File: config.mk
export PLATFORM = sky130hd
export DESIGN_NAME = two_4_input_and_tester
export DESIGN_NICKNAME = d
export VERILOG_FILES = /design/src/rtl/two_4_input_and_tester_pkg.sv /design/src/rtl/two_4_input_and_tester_sync_2ff.sv /design/src/rtl/two_4_input_and_tester.sv
export SDC_FILE = /design/constraint.sdc
export NUM_CORES = 1
export LEC_CHECK = 0
export BUFFER_PORTS_ARGS = -buffer_cell sky130_fd_sc_hd__buf_2
export CAP_MARGIN = 20
export CORE_MARGIN = 4
export CORE_UTILIZATION = 46
export CTS_CLUSTER_SIZE = 24
export DETAILED_ROUTE_END_ITERATION = 16
export GPL_TIMING_DRIVEN = 1
export PLACE_DENSITY = 0.7
export SYNTH_ARGS = -nofsm -noshare
export SYNTH_HDL_FRONTEND = slang
export SYNTH_SLANG_ARGS = --single-unit
File: constraint.sdc
create_clock -name clk -period 2.6 [get_ports clk]
set_input_delay 0.13 -clock clk [delete_from_list [all_inputs] [get_ports clk]]
set_output_delay 0.13 -clock clk [all_outputs]
set_load 0.02 [all_outputs]
File: src/rtl/two_4_input_and_tester_pkg.sv
// Shared types and constants for the dual 4-input AND gate tester.
package two_4_input_and_tester_pkg;

  localparam int VEC_W = 8;
  localparam int ERR_W = 9;

  localparam logic [VEC_W-1:0] LAST_VEC = 8'hFF;

  typedef enum logic [1:0] {
    ST_IDLE   = 2'd0,
    ST_SETTLE = 2'd1,
    ST_CHECK  = 2'd2,
    ST_DONE   = 2'd3
  } state_t;

  // Expected gate response {y1, y2} for a stimulus vector {a1..d1, a2..d2}.
  function automatic logic [1:0] expected_y(input logic [VEC_W-1:0] vec);
    return {&vec[7:4], &vec[3:0]};
  endfunction

endpackage

File: src/rtl/two_4_input_and_tester_sync_2ff.sv
// Two-flop synchroniser for one asynchronous bit, cleared by the tester reset.
module two_4_input_and_tester_sync_2ff (
  input  logic clk,
  input  logic reset_n,
  input  logic d_i,
  output logic q_o
);

  logic meta_q;
  logic sync_q;

  // Shift the asynchronous input through two flops before anything uses it.
  always_ff @(posedge clk) begin
    if (!reset_n) begin
      meta_q <= 1'b0;
      sync_q <= 1'b0;
    end else begin
      meta_q <= d_i;
      sync_q <= meta_q;
    end
  end

  assign q_o = sync_q;

endmodule

File: src/rtl/two_4_input_and_tester.sv
// Exhaustive sweep tester for a dual 4-input AND gate: drives all 256 vectors,
// lets each settle, compares synchronised gate outputs against the expected AND,
// counts failing vectors and remembers the first one.
//
// Handshake: start is a level, sampled only in IDLE or DONE; while busy it is
// ignored. done is a one-state flag that stays high until start is seen again.
module two_4_input_and_tester
  import two_4_input_and_tester_pkg::*;
#(
  parameter int SETTLE_CYCLES = 4
) (
  input  logic             clk,
  input  logic             reset_n,
  input  logic             start,
  output logic             a1,
  output logic             b1,
  output logic             c1,
  output logic             d1,
  output logic             a2,
  output logic             b2,
  output logic             c2,
  output logic             d2,
  input  logic             y1,
  input  logic             y2,
  output logic             busy,
  output logic             done,
  output logic             pass,
  output logic [ERR_W-1:0] err_count,
  output logic             fail_valid,
  output logic [VEC_W-1:0] fail_vector,
  output logic [1:0]       dbg_state
);

  localparam int CNT_W = ($clog2(SETTLE_CYCLES) < 2) ? 2 : $clog2(SETTLE_CYCLES);
  localparam logic [CNT_W-1:0] CNT_LAST = CNT_W'(SETTLE_CYCLES - 1);

  state_t           state_q, state_d;
  logic [VEC_W-1:0] vec_q, vec_d;
  logic [CNT_W-1:0] cnt_q, cnt_d;
  logic [ERR_W-1:0] err_q, err_d;
  logic             fvalid_q, fvalid_d;
  logic [VEC_W-1:0] fvec_q, fvec_d;
  logic             busy_q, busy_d;
  logic             done_q, done_d;
  logic             pass_q, pass_d;

  logic y1_s;
  logic y2_s;
  logic mismatch;

  two_4_input_and_tester_sync_2ff u_sync_y1 (
    .clk     (clk),
    .reset_n (reset_n),
    .d_i     (y1),
    .q_o     (y1_s)
  );

  two_4_input_and_tester_sync_2ff u_sync_y2 (
    .clk     (clk),
    .reset_n (reset_n),
    .d_i     (y2),
    .q_o     (y2_s)
  );

  // Either output wrong makes the vector fail; it is counted once.
  assign mismatch = ({y1_s, y2_s} != expected_y(vec_q));

  // State and datapath registers; reset discards any partial sweep.
  always_ff @(posedge clk) begin
    if (!reset_n) begin
      state_q  <= ST_IDLE;
      vec_q    <= '0;
      cnt_q    <= '0;
      err_q    <= '0;
      fvalid_q <= 1'b0;
      fvec_q   <= '0;
      busy_q   <= 1'b0;
      done_q   <= 1'b0;
      pass_q   <= 1'b0;
    end else begin
      state_q  <= state_d;
      vec_q    <= vec_d;
      cnt_q    <= cnt_d;
      err_q    <= err_d;
      fvalid_q <= fvalid_d;
      fvec_q   <= fvec_d;
      busy_q   <= busy_d;
      done_q   <= done_d;
      pass_q   <= pass_d;
    end
  end

  // Next state plus vector, settle counter and result capture.
  always_comb begin
    state_d  = state_q;
    vec_d    = vec_q;
    cnt_d    = cnt_q;
    err_d    = err_q;
    fvalid_d = fvalid_q;
    fvec_d   = fvec_q;
    case (state_q)
      ST_IDLE, ST_DONE: begin
        if (start) begin
          state_d  = ST_SETTLE;
          vec_d    = '0;
          cnt_d    = '0;
          err_d    = '0;
          fvalid_d = 1'b0;
          fvec_d   = '0;
        end
      end
      ST_SETTLE: begin
        if (cnt_q == CNT_LAST) begin
          state_d = ST_CHECK;
        end else begin
          cnt_d = cnt_q + 1'b1;
        end
      end
      ST_CHECK: begin
        if (mismatch) begin
          err_d = err_q + 1'b1;
          if (!fvalid_q) begin
            fvalid_d = 1'b1;
            fvec_d   = vec_q;
          end
        end
        if (vec_q == LAST_VEC) begin
          state_d = ST_DONE;
        end else begin
          state_d = ST_SETTLE;
          vec_d   = vec_q + 1'b1;
          cnt_d   = '0;
        end
      end
      default: state_d = ST_IDLE;
    endcase
  end

  // Status flags are decoded from next-state values so they register together.
  always_comb begin
    busy_d = (state_d == ST_SETTLE) || (state_d == ST_CHECK);
    done_d = (state_d == ST_DONE);
    pass_d = done_d && (err_d == '0);
  end

  assign {a1, b1, c1, d1, a2, b2, c2, d2} = vec_q;
  assign busy        = busy_q;
  assign done        = done_q;
  assign pass        = pass_q;
  assign err_count   = err_q;
  assign fail_valid  = fvalid_q;
  assign fail_vector = fvec_q;
  assign dbg_state   = state_q;

endmodule

==> results of run 1 <==
worst paths after layout:
kind	from	to	slack [ps]	depth (start not counted)
max	dbg_state[0]	pass	290	7
min	y1	u_sync_y1.meta_q	40	2
max reg2reg	dbg_state[0]	pass	290	7
min reg2reg	u_sync_y2.meta_q	u_sync_y2.q_o	430	1
state kept, by name (all words and copies together), names as in the netlist:
| signal | count |
|---|---|
| busy | 1 |
| cnt_q | 2 |
| dbg_state | 2 |
| done | 1 |
| err_count | 9 |
| fail_valid | 1 |
| fail_vector | 8 |
| pass | 1 |
| u_sync_y1.meta_q | 1 |
| u_sync_y1.q_o | 1 |
| u_sync_y2.meta_q | 1 |
| u_sync_y2.q_o | 1 |
| vec_q | 8 |
area by class of cell:
| type | count | share of cell area |
|---|---|---|
| Clock buffer | 6 | 0.03260 |
| Clock inverter | 2 | 0.004497 |
| Inverter | 4 | 0.006745 |
| Multi-Input combinational cell | 155 | 0.4963 |
| Sequential cell | 37 | 0.3328 |
| Tap cell | 50 | 0.02811 |
| Timing Repair Buffer | 41 | 0.09893 |
cells in the final DEF (no fill, tap or decap), drive strengths merged, types with 2 or more instances in the layout:
master	count
nand2	10
ha	6
nand3	8
clkbuf	6
nand2b	2
clkinv	2
buf	41
inv	4
xnor2	5
a21oi	9
or2	4
xor2	6
nand4	5
a21boi	5
nor3	3
a22oi	9
and2	13
a2111oi	2
nor2	16
a221oi	3
a31o	2
and3	2
o21ai	7
nor2b	11
nor4	6
or3	2
o211ai	5
dfxtp	37
metrics by stage:
| step | hold slack, ps | utilization | power, mW |
|---|---|---|---|
| finish | 41.77 | 0.5565 | 1.113 |
| global route | 35.97 | 0.5565 | 1.169 |
| CTS | 35.61 | 0.5558 | 1.125 |
| detailed placement | 343.2 | 0.5352 | 0.7380 |
| global placement | 337.4 | 0.5352 | 0.7378 |
| floorplan | 257.3 | - | 0.7031 |
routing by layer:
metal	wire length [um]	track usage	share of wire
met4	57	0.07516	0.014
met5	0	0	0
met2	1891	0.2700	0.45
met1	1968	0.2498	0.47
met3	301	0.04986	0.071
kinds of logic after synthesis:
family,Yosys count,share of synthesized area
AOI/OAI and AO/OA,50,0.1875
xor gates and xnor gates,11,0.06843
adders and majority gates,6,0.03947
buffers and inverters,13,0.03092
DFF,37,0.3895
muxes,2,0.01118
and+or+nand+nor,86,0.2730
where the power goes:
| part | switching [mW] | leakage [nW] | internal [mW] |
|---|---|---|---|
| Combinational | 0.0844 | 0.577 | 0.0516 |
| Sequential | 0.0115 | 0.300 | 0.579 |
| Clock | 0.201 | 0.0450 | 0.186 |
| Total | 0.297 | 0.922 | 0.816 |
synthesized netlist by cell type (all sizes together), types with 2 or more instances:
library cell / count
dfxtp: 37
nor2: 16
and2: 13
nor2b: 11
nand2: 10
a21oi: 9
a22oi: 9
nand3: 8
o21ai: 7
clkbuf: 6
ha: 6
nor4: 6
xor2: 6
a21boi: 5
nand4: 5
o211ai: 5
xnor2: 5
inv: 4
or2: 4
a221oi: 3
buf: 3
nor3: 3
a2111oi: 2
a31o: 2
and3: 2
nand2b: 2
or3: 2
==> flow_summary.toml, run 1 <==
[logic_synthesis]
synth_area_um2 = 1902
synth_cells = 205
ys.flop_type = "dfxtp_1"
yosysTopAreaCellShare = 0.3895
yosys_warnings = 0
synth_cell_types = 54
async_reset_ff_frac = 0
synth_top_area_cell = "dfxtp_1"
synth_edf_count = 0
ys_seq_area_frac = 0.3895
ys_top_cells_by_area = "dfxtp_1, and2_1, ha_1"
syn_nets = 216
avgSynthCellArea_um2 = 9.277
synth_seq_cells = 37

[timing]
setup_slack_ps = 292.6
finalSetupViolCount = 0
finalMaxSlewViolations = 0
worst_pin_slew_ps = 491.8
final.min_clock_period_ps = 2307
relSlewSlack = 0.6709
fin_crit_sh = 0.8875
skew_ps = 4.764
fmax_mhz = 433.4
hold_viol = 0
rsz0062_at_grt = "no"
setup_tns_ps = 0

[run]
max-cap-violations = 0

[cells_and_area]
regArea_um2 = 740.7
nNetsFinal = 255
layoutNonFillerInstCount = 295
multi_input_area_um2 = 1105
n_antenna_cell = 0
post-route-cell-area_um2 = 2226
area_growth_pct = 17.04
fillCellCount = 383
drive_gt1_frac = 0.2571

[global_routing]
grt_usage = 0.1823
antenna_found_initial = 0
grt_pass1_wl_um = 7514
grt_pass1_vias = 1621
overflow = 0
grt_max_degree = 30

[floorplanning]
die_h_um = 72.30
die_area_um2 = 5227
initial_core_util = 0.4754
fp.dieW_um = 72.30
num_rows = 23
core-area_um2 = 4000
ios = 36

[clock_network]
post_cts_buffers = 0
clk_latency_ps = 290
post_cts_resized = 0
holdBufCountCts = 0
cts_root_buf = "clkbuf_8"
cts_tree = "built"
numCtsBuffers = 5
cts_sinks = 37
htreeDepth = 2
clock_path_buffers = 2
clkTransAtPathRegs_ps = 70

[drt]
wirelength_um = 4218
ant_nets = 0
drtIter0Drc = 146
vias = 1647
via_per_inst = 5.583
route.detailed.drc = 0
dr.pass1.iters = 4
wire_per_inst_um = 14.30

[critical_path]
crit_arrival_ps = 2520
slowest_delay_ps = 440
critPathRequiredTime_ps = 2810
cpMaxStageDelayCell = "a221oi_1"
cp_max_fo = 10
timing.critical_path.from_type = "flip-flop"
cp-end-kind = "flip-flop"
cp_top_family = "simple AND/OR/NAND/NOR gates"
critPathBufInv = 1
crit_type = "reg2reg"
worstPathCellList = "inv_1 > ha_1 > nor2b_4 > or2_0 > a221oi_1 > nand3_1 > nor4_2"

[place]
port_buffers = 35
routabilityCongestion = 0.8367
dp_slack_ps = 333.2
numPlacedInstances = 287
dpl.hpwl_um = 3045
dpl_cell_area_um2 = 2141

[power]
peakVddDrop_v = 0.0003588
p_leak_nw = 0.9219
p_per_area_nw_per_um2 = 500.2

[run_status]
status = "finished clean"

[hold_path]
hp-class = "in2reg"
Note: power is estimated with default switching activity, not from simulation.
==> inputs of run 2 (changes only) <==
BUFFER_PORTS_ARGS = -buffer_cell sky130_fd_sc_hd__clkbuf_2   (was -buffer_cell sky130_fd_sc_hd__buf_2)
==> run 2 against run 1 <==
Compared with the run above: global-route usage down 0.074 points; register-to-register slack about the same; clock-buffer cell count unchanged; worst setup slack worse by 11 ps; sequential share of layout area up 0.075 points; combinational power about the same; maximum frequency down 0.46%; clock skew down 2.3 ps; via count up 0.67%; critical path type unchanged; largest cell class unchanged.
==> flow_summary.toml, run 2 (synthesis results as in run 1) <==
[critical_path]
critPathBufInv = 1
cp_max_fo = 10
critPathRequiredTime_ps = 2810
r2r_slack_ps = 280
crit_cells = 11
crit_type = "reg2reg"
worst_r2r_endpoint = "pass"
worstRegToRegCells = 11
worstPathCellList = "inv_1 > ha_1 > nand2b_1 > or2_2 > a22oi_1 > ha_1 > and2_1 > nand2_1 > a21oi_1 > nand4_1 > nor4_2"
critical_path.endpoint = "pass"
worst_path_most_repeated_cell = "ha_1"
cpMaxStageDelayCell = "ha_1"
rr_startpoint = "dbg_state[1]"
cp-end-kind = "flip-flop"
slowest_delay_ps = 340
crit_path_start = "dbg_state[1]"
cp_top_family = "simple AND/OR/NAND/NOR gates"
crit_arrival_ps = 2530
timing.critical_path.from_type = "flip-flop"

[place]
dpl.hpwl_um = 3070
routabilityCongestion = 0.8149
numPlacedInstances = 287
port_buffers = 35
dpl_cell_area_um2 = 2141

[cells_and_area]
post-route-cell-area_um2 = 2225
nNetsFinal = 255
final_util = 0.5561
drive_gt1_frac = 0.2571
largest_register_ffs = 9
mostFrequentLayoutCells = "dfxtp_1, clkbuf_2, nor2_1"
layout_commonest_cell = "dfxtp_1"
n_antenna_cell = 0
area_growth_pct = 16.97
layoutNonFillerInstCount = 295

[clock_network]
cts_tree = "built"
numCtsBuffers = 5
post_cts_resized = 0
clock_path_buffers = 2
holdBufCountCts = 0
cts_sinks = 37
clk_latency_ps = 290
htreeDepth = 2
clkTransAtPathRegs_ps = 70
post_cts_buffers = 0
cts_root_buf = "clkbuf_8"

[drt]
wirelength_um = 4249
ant_nets = 0
dr.pass1.iters = 4
via_per_inst = 5.620
vias = 1658
drtIter0Drc = 139
route.detailed.drc = 0
wire_per_inst_um = 14.40

[timing]
fmax_mhz = 431.4
finalMaxSlewViolations = 0
hold_viol = 0
relSlewSlack = 0.6526
rsz0062_at_grt = "no"
final.min_clock_period_ps = 2318
finalSetupViolCount = 0
worst_pin_slew_ps = 520.0
setup_tns_ps = 0
skew_ps = 2.512
fin_crit_sh = 0.8915
whs_ps = 40.34

[global_routing]
antenna_found_initial = 0
grt_pass1_wl_um = 7369
overflow = 0
grt_pass1_vias = 1586
grt_max_degree = 30
grt_usage = 0.1816

[power]
p_leak_nw = 0.8967
p_per_area_nw_per_um2 = 499.9
peakVddDrop_v = 0.0002743

[floorplanning]
num_rows = 23
ios = 36
initial_core_util = 0.4754
core-area_um2 = 4000
fp.dieW_um = 72.30
die_area_um2 = 5227
die_h_um = 72.30

[hold_path]
hp-class = "in2reg"

[run]
max-cap-violations = 0

[run_status]
status = "finished clean"
-- run 2: cell types whose count changed in the layout (fill, tap and decap cells not counted) --
cell | before | now
dfxtp_1 | 37 | 36
buf_2 | 35 | 0
ha_1 | 5 | 6
ha_2 | 1 | 0
dfxtp_2 | 0 | 1
clkbuf_2 | 0 | 35
-- run 2: cell type report --
class | instances | area, um^2
fillers | 380 | 1775
multi-input cells | 155 | 1102
flip-flops and latches | 37 | 742.0
repair buffers | 41 | 220.2
clock buffers | 6 | 72.57
well taps | 50 | 62.56
inverters | 4 | 15.01
clock inverters | 2 | 10.01
-- run 2: how the worst min path moves through the flow --
stage / endpoint / slack (ps) / start / depth (start not counted)
2_1_floorplan: u_sync_y1.meta_q / 260 / y1 / 1
3_3_place_gp: u_sync_y2.meta_q / 340 / y2 / 2
3_5_place_dp: u_sync_y2.meta_q / 340 / y2 / 2
4_1_cts: u_sync_y2.meta_q / 40 / y2 / 2
5_1_grt: u_sync_y2.meta_q / 50 / y2 / 2
6_report: u_sync_y2.meta_q / 40 / y2 / 2
-- run 2: per-stage QoR --
stage,power (mW),worst slack [ps]
after floorplan,0.7031,54.89
after CTS,1.121,228.8
after global placement,0.7380,315.4
after global routing,1.169,20.28
final,1.112,282.0
after detailed placement,0.7388,250.2
-- run 2: metal layers --
layer  global-route usage  routed length [um]
met5                    0                   0
met4              0.07724                  79
met3              0.05679                 314
met2               0.2821                1937
met1               0.2320                1919
-- run 2: where the power goes --
group | switching (mW) | internal [mW]
clock | 0.201 | 0.186
sequential | 0.0113 | 0.579
combinational | 0.0843 | 0.0511
total | 0.296 | 0.816
==> inputs of run 3 (changes only) <==
ABC_AREA = 1   (was unset)
==> run 3 against run 2 <==
Compared with the run above: clock skew is 6.3 ps higher; maximum frequency grew 15%; cell area rose by 2.3%; via count rose by 8.8%; synthesized cell count is 40% higher; largest cell class unchanged.
==> flow_summary.toml, run 3 <==
[run_status]
status = "finished clean"

[clock_network]
clkTransAtPathRegs_ps = 80
cts_tree = "built"
clock_path_buffers = 2
post_cts_buffers = 0
post_cts_resized = 0
numCtsBuffers = 5
cts_sinks = 37
holdBufCountCts = 0
clk_latency_ps = 290
htreeDepth = 2
cts_root_buf = "clkbuf_8"

[drt]
vias = 1804
dr.pass1.iters = 4
via_per_inst = 4.785
wirelength_um = 4197
route.detailed.drc = 0
wire_per_inst_um = 11.13
drtIter0Drc = 75
ant_nets = 0

[logic_synthesis]
ys_seq_area_frac = 0.3849
synth_top_area_cell = "dfxtp_1"
ys_top_cells_by_area = "dfxtp_1, nand2_1, inv_1"
syn_nets = 299
yosysTopAreaCellShare = 0.3849
synth_edf_count = 0
async_reset_ff_frac = 0
synth_area_um2 = 1924
ys.flop_type = "dfxtp_1"
yosys_warnings = 0
synth_cell_types = 28
synth_common_cells = "nand2_1, inv_1, dfxtp_1"
synthMostInstantiatedCell = "nand2_1"
synth_cells = 288
avgSynthCellArea_um2 = 6.682
synth_seq_cells = 37

[global_routing]
grt_usage = 0.1686
grt_pass1_wl_um = 7134
grt_max_degree = 20
grt_pass1_vias = 1642
overflow = 0
antenna_found_initial = 0

[floorplanning]
initial_core_util = 0.4776
core-area_um2 = 4029
die_area_um2 = 5282
num_rows = 23
die_h_um = 72.68
fp.dieW_um = 72.68
ios = 36

[critical_path]
cp-end-kind = "flip-flop"
worstPathCellList = "inv_1 > ha_1 > inv_1 > or2_2 > inv_1 > nor2_1 > nand2_2 > a21oi_4 > inv_2 > a21oi_2 > nor2_1"
cpMaxStageDelayCell = "dfxtp_1"
cp_max_fo = 9
timing.critical_path.from_type = "flip-flop"
critPathRequiredTime_ps = 2790
crit_type = "reg2reg"
worst_path_most_repeated_cell = "inv_1"
crit_arrival_ps = 2210
slowest_delay_ps = 390

[cells_and_area]
mostFrequentLayoutCells = "nand2_1, inv_1, dfxtp_1"
largest_register_ffs = 9
nNetsFinal = 337
layout_commonest_cell = "nand2_1"
n_antenna_cell = 0
post-route-cell-area_um2 = 2276
area_growth_pct = 18.27
drive_gt1_frac = 0.1865
final_util = 0.5649

[power]
p_leak_nw = 1.140
p_per_area_nw_per_um2 = 586.8
seqPwrFrac = 0.447
p_int_mw = 1.012
p_comb_frac = 0.114
power_frac_clock = 0.438
p_total_mw = 1.336
peakVddDrop_v = 0.0004110
switching_share = 0.2421
p_sw_uw = 323.4

[timing]
final.min_clock_period_ps = 2023
fmax_mhz = 494.3
rsz0062_at_grt = "no"
setup_tns_ps = 0
finalMaxSlewViolations = 0
fin_crit_sh = 0.7781
whs_ps = 21.33
hold_viol = 0
worst_pin_slew_ps = 556.9
finalSetupViolCount = 0
relSlewSlack = 0.6264
skew_ps = 8.801

[place]
routabilityCongestion = 0.8832
dpl.hpwl_um = 3191
dpl_cell_area_um2 = 2142
port_buffers = 35

[run]
max-cap-violations = 0

[hold_path]
hp-class = "in2reg"
run 3: logic make-up (layout without fill, tap and decap cells):
family,count (synthesis),in the layout,synth area share
simple gates,149,149,0.3329
flops,37,37,0.3849
fa+ha+maj,6,6,0.03901
buf+inv,54,93,0.1099
compound gates,41,41,0.1287
xor+xnor,1,1,0.004552
run 3: cell type report:
type	count	area [um^2]
tap	50	62.56
timing repair buffer	36	182.7
clock buffer	5	68.82
clock inverter	3	65.06
inverter	49	183.9
sequential	37	740.7
multi-input combinational	197	972.2
fill	421	1753
run 3: metrics by stage:
stage	setup WS, ps	instances
detailed placement	602.2	369
global placement	658.3	369
global route	332.5	377
CTS	583.4	377
finish	576.9	377
floorplan	665.8	288
run 3: final timing paths:
check                   start               end  slack [ps]  cells past startpoint
min reg2reg  u_sync_y2.meta_q     u_sync_y2.q_o         410                      2
max              dbg_state[0]    fail_vector[3]         580                     11
max reg2reg      dbg_state[0]    fail_vector[3]         580                     11
min                        y1  u_sync_y1.meta_q          20                      3
run 3: routing by layer:
metal	vias up	GRT usage	part of all wire	wire, um
met5	-	0	0	0
met4	0	0.04918	0.012	51
met3	6	0.03994	0.041	171
met2	30	0.2685	0.44	1850
li1	975	-	-	-
met1	793	0.2268	0.51	2123
run 3: power by group through the flow:
| stage | Clock [mW] | Sequential (mW) | Combinational (mW) |
|---|---|---|---|
| 2_1_floorplan | 0 | 0.620 | 0.105 |
| 3_3_place_gp | 0 | 0.610 | 0.151 |
| 3_5_place_dp | 0 | 0.611 | 0.153 |
| 4_1_cts | 0.599 | 0.597 | 0.154 |
| 5_1_grt | 0.619 | 0.599 | 0.173 |
| 6_report | 0.585 | 0.597 | 0.153 |
run 3: worst max-delay path, delay by kind of cell (launching register included):
kind            cells  cell delay [ps]
compound gates      2              340
fa+ha+maj           1              310
buf+inv             4              350
flops               1              390
simple gates        4              530
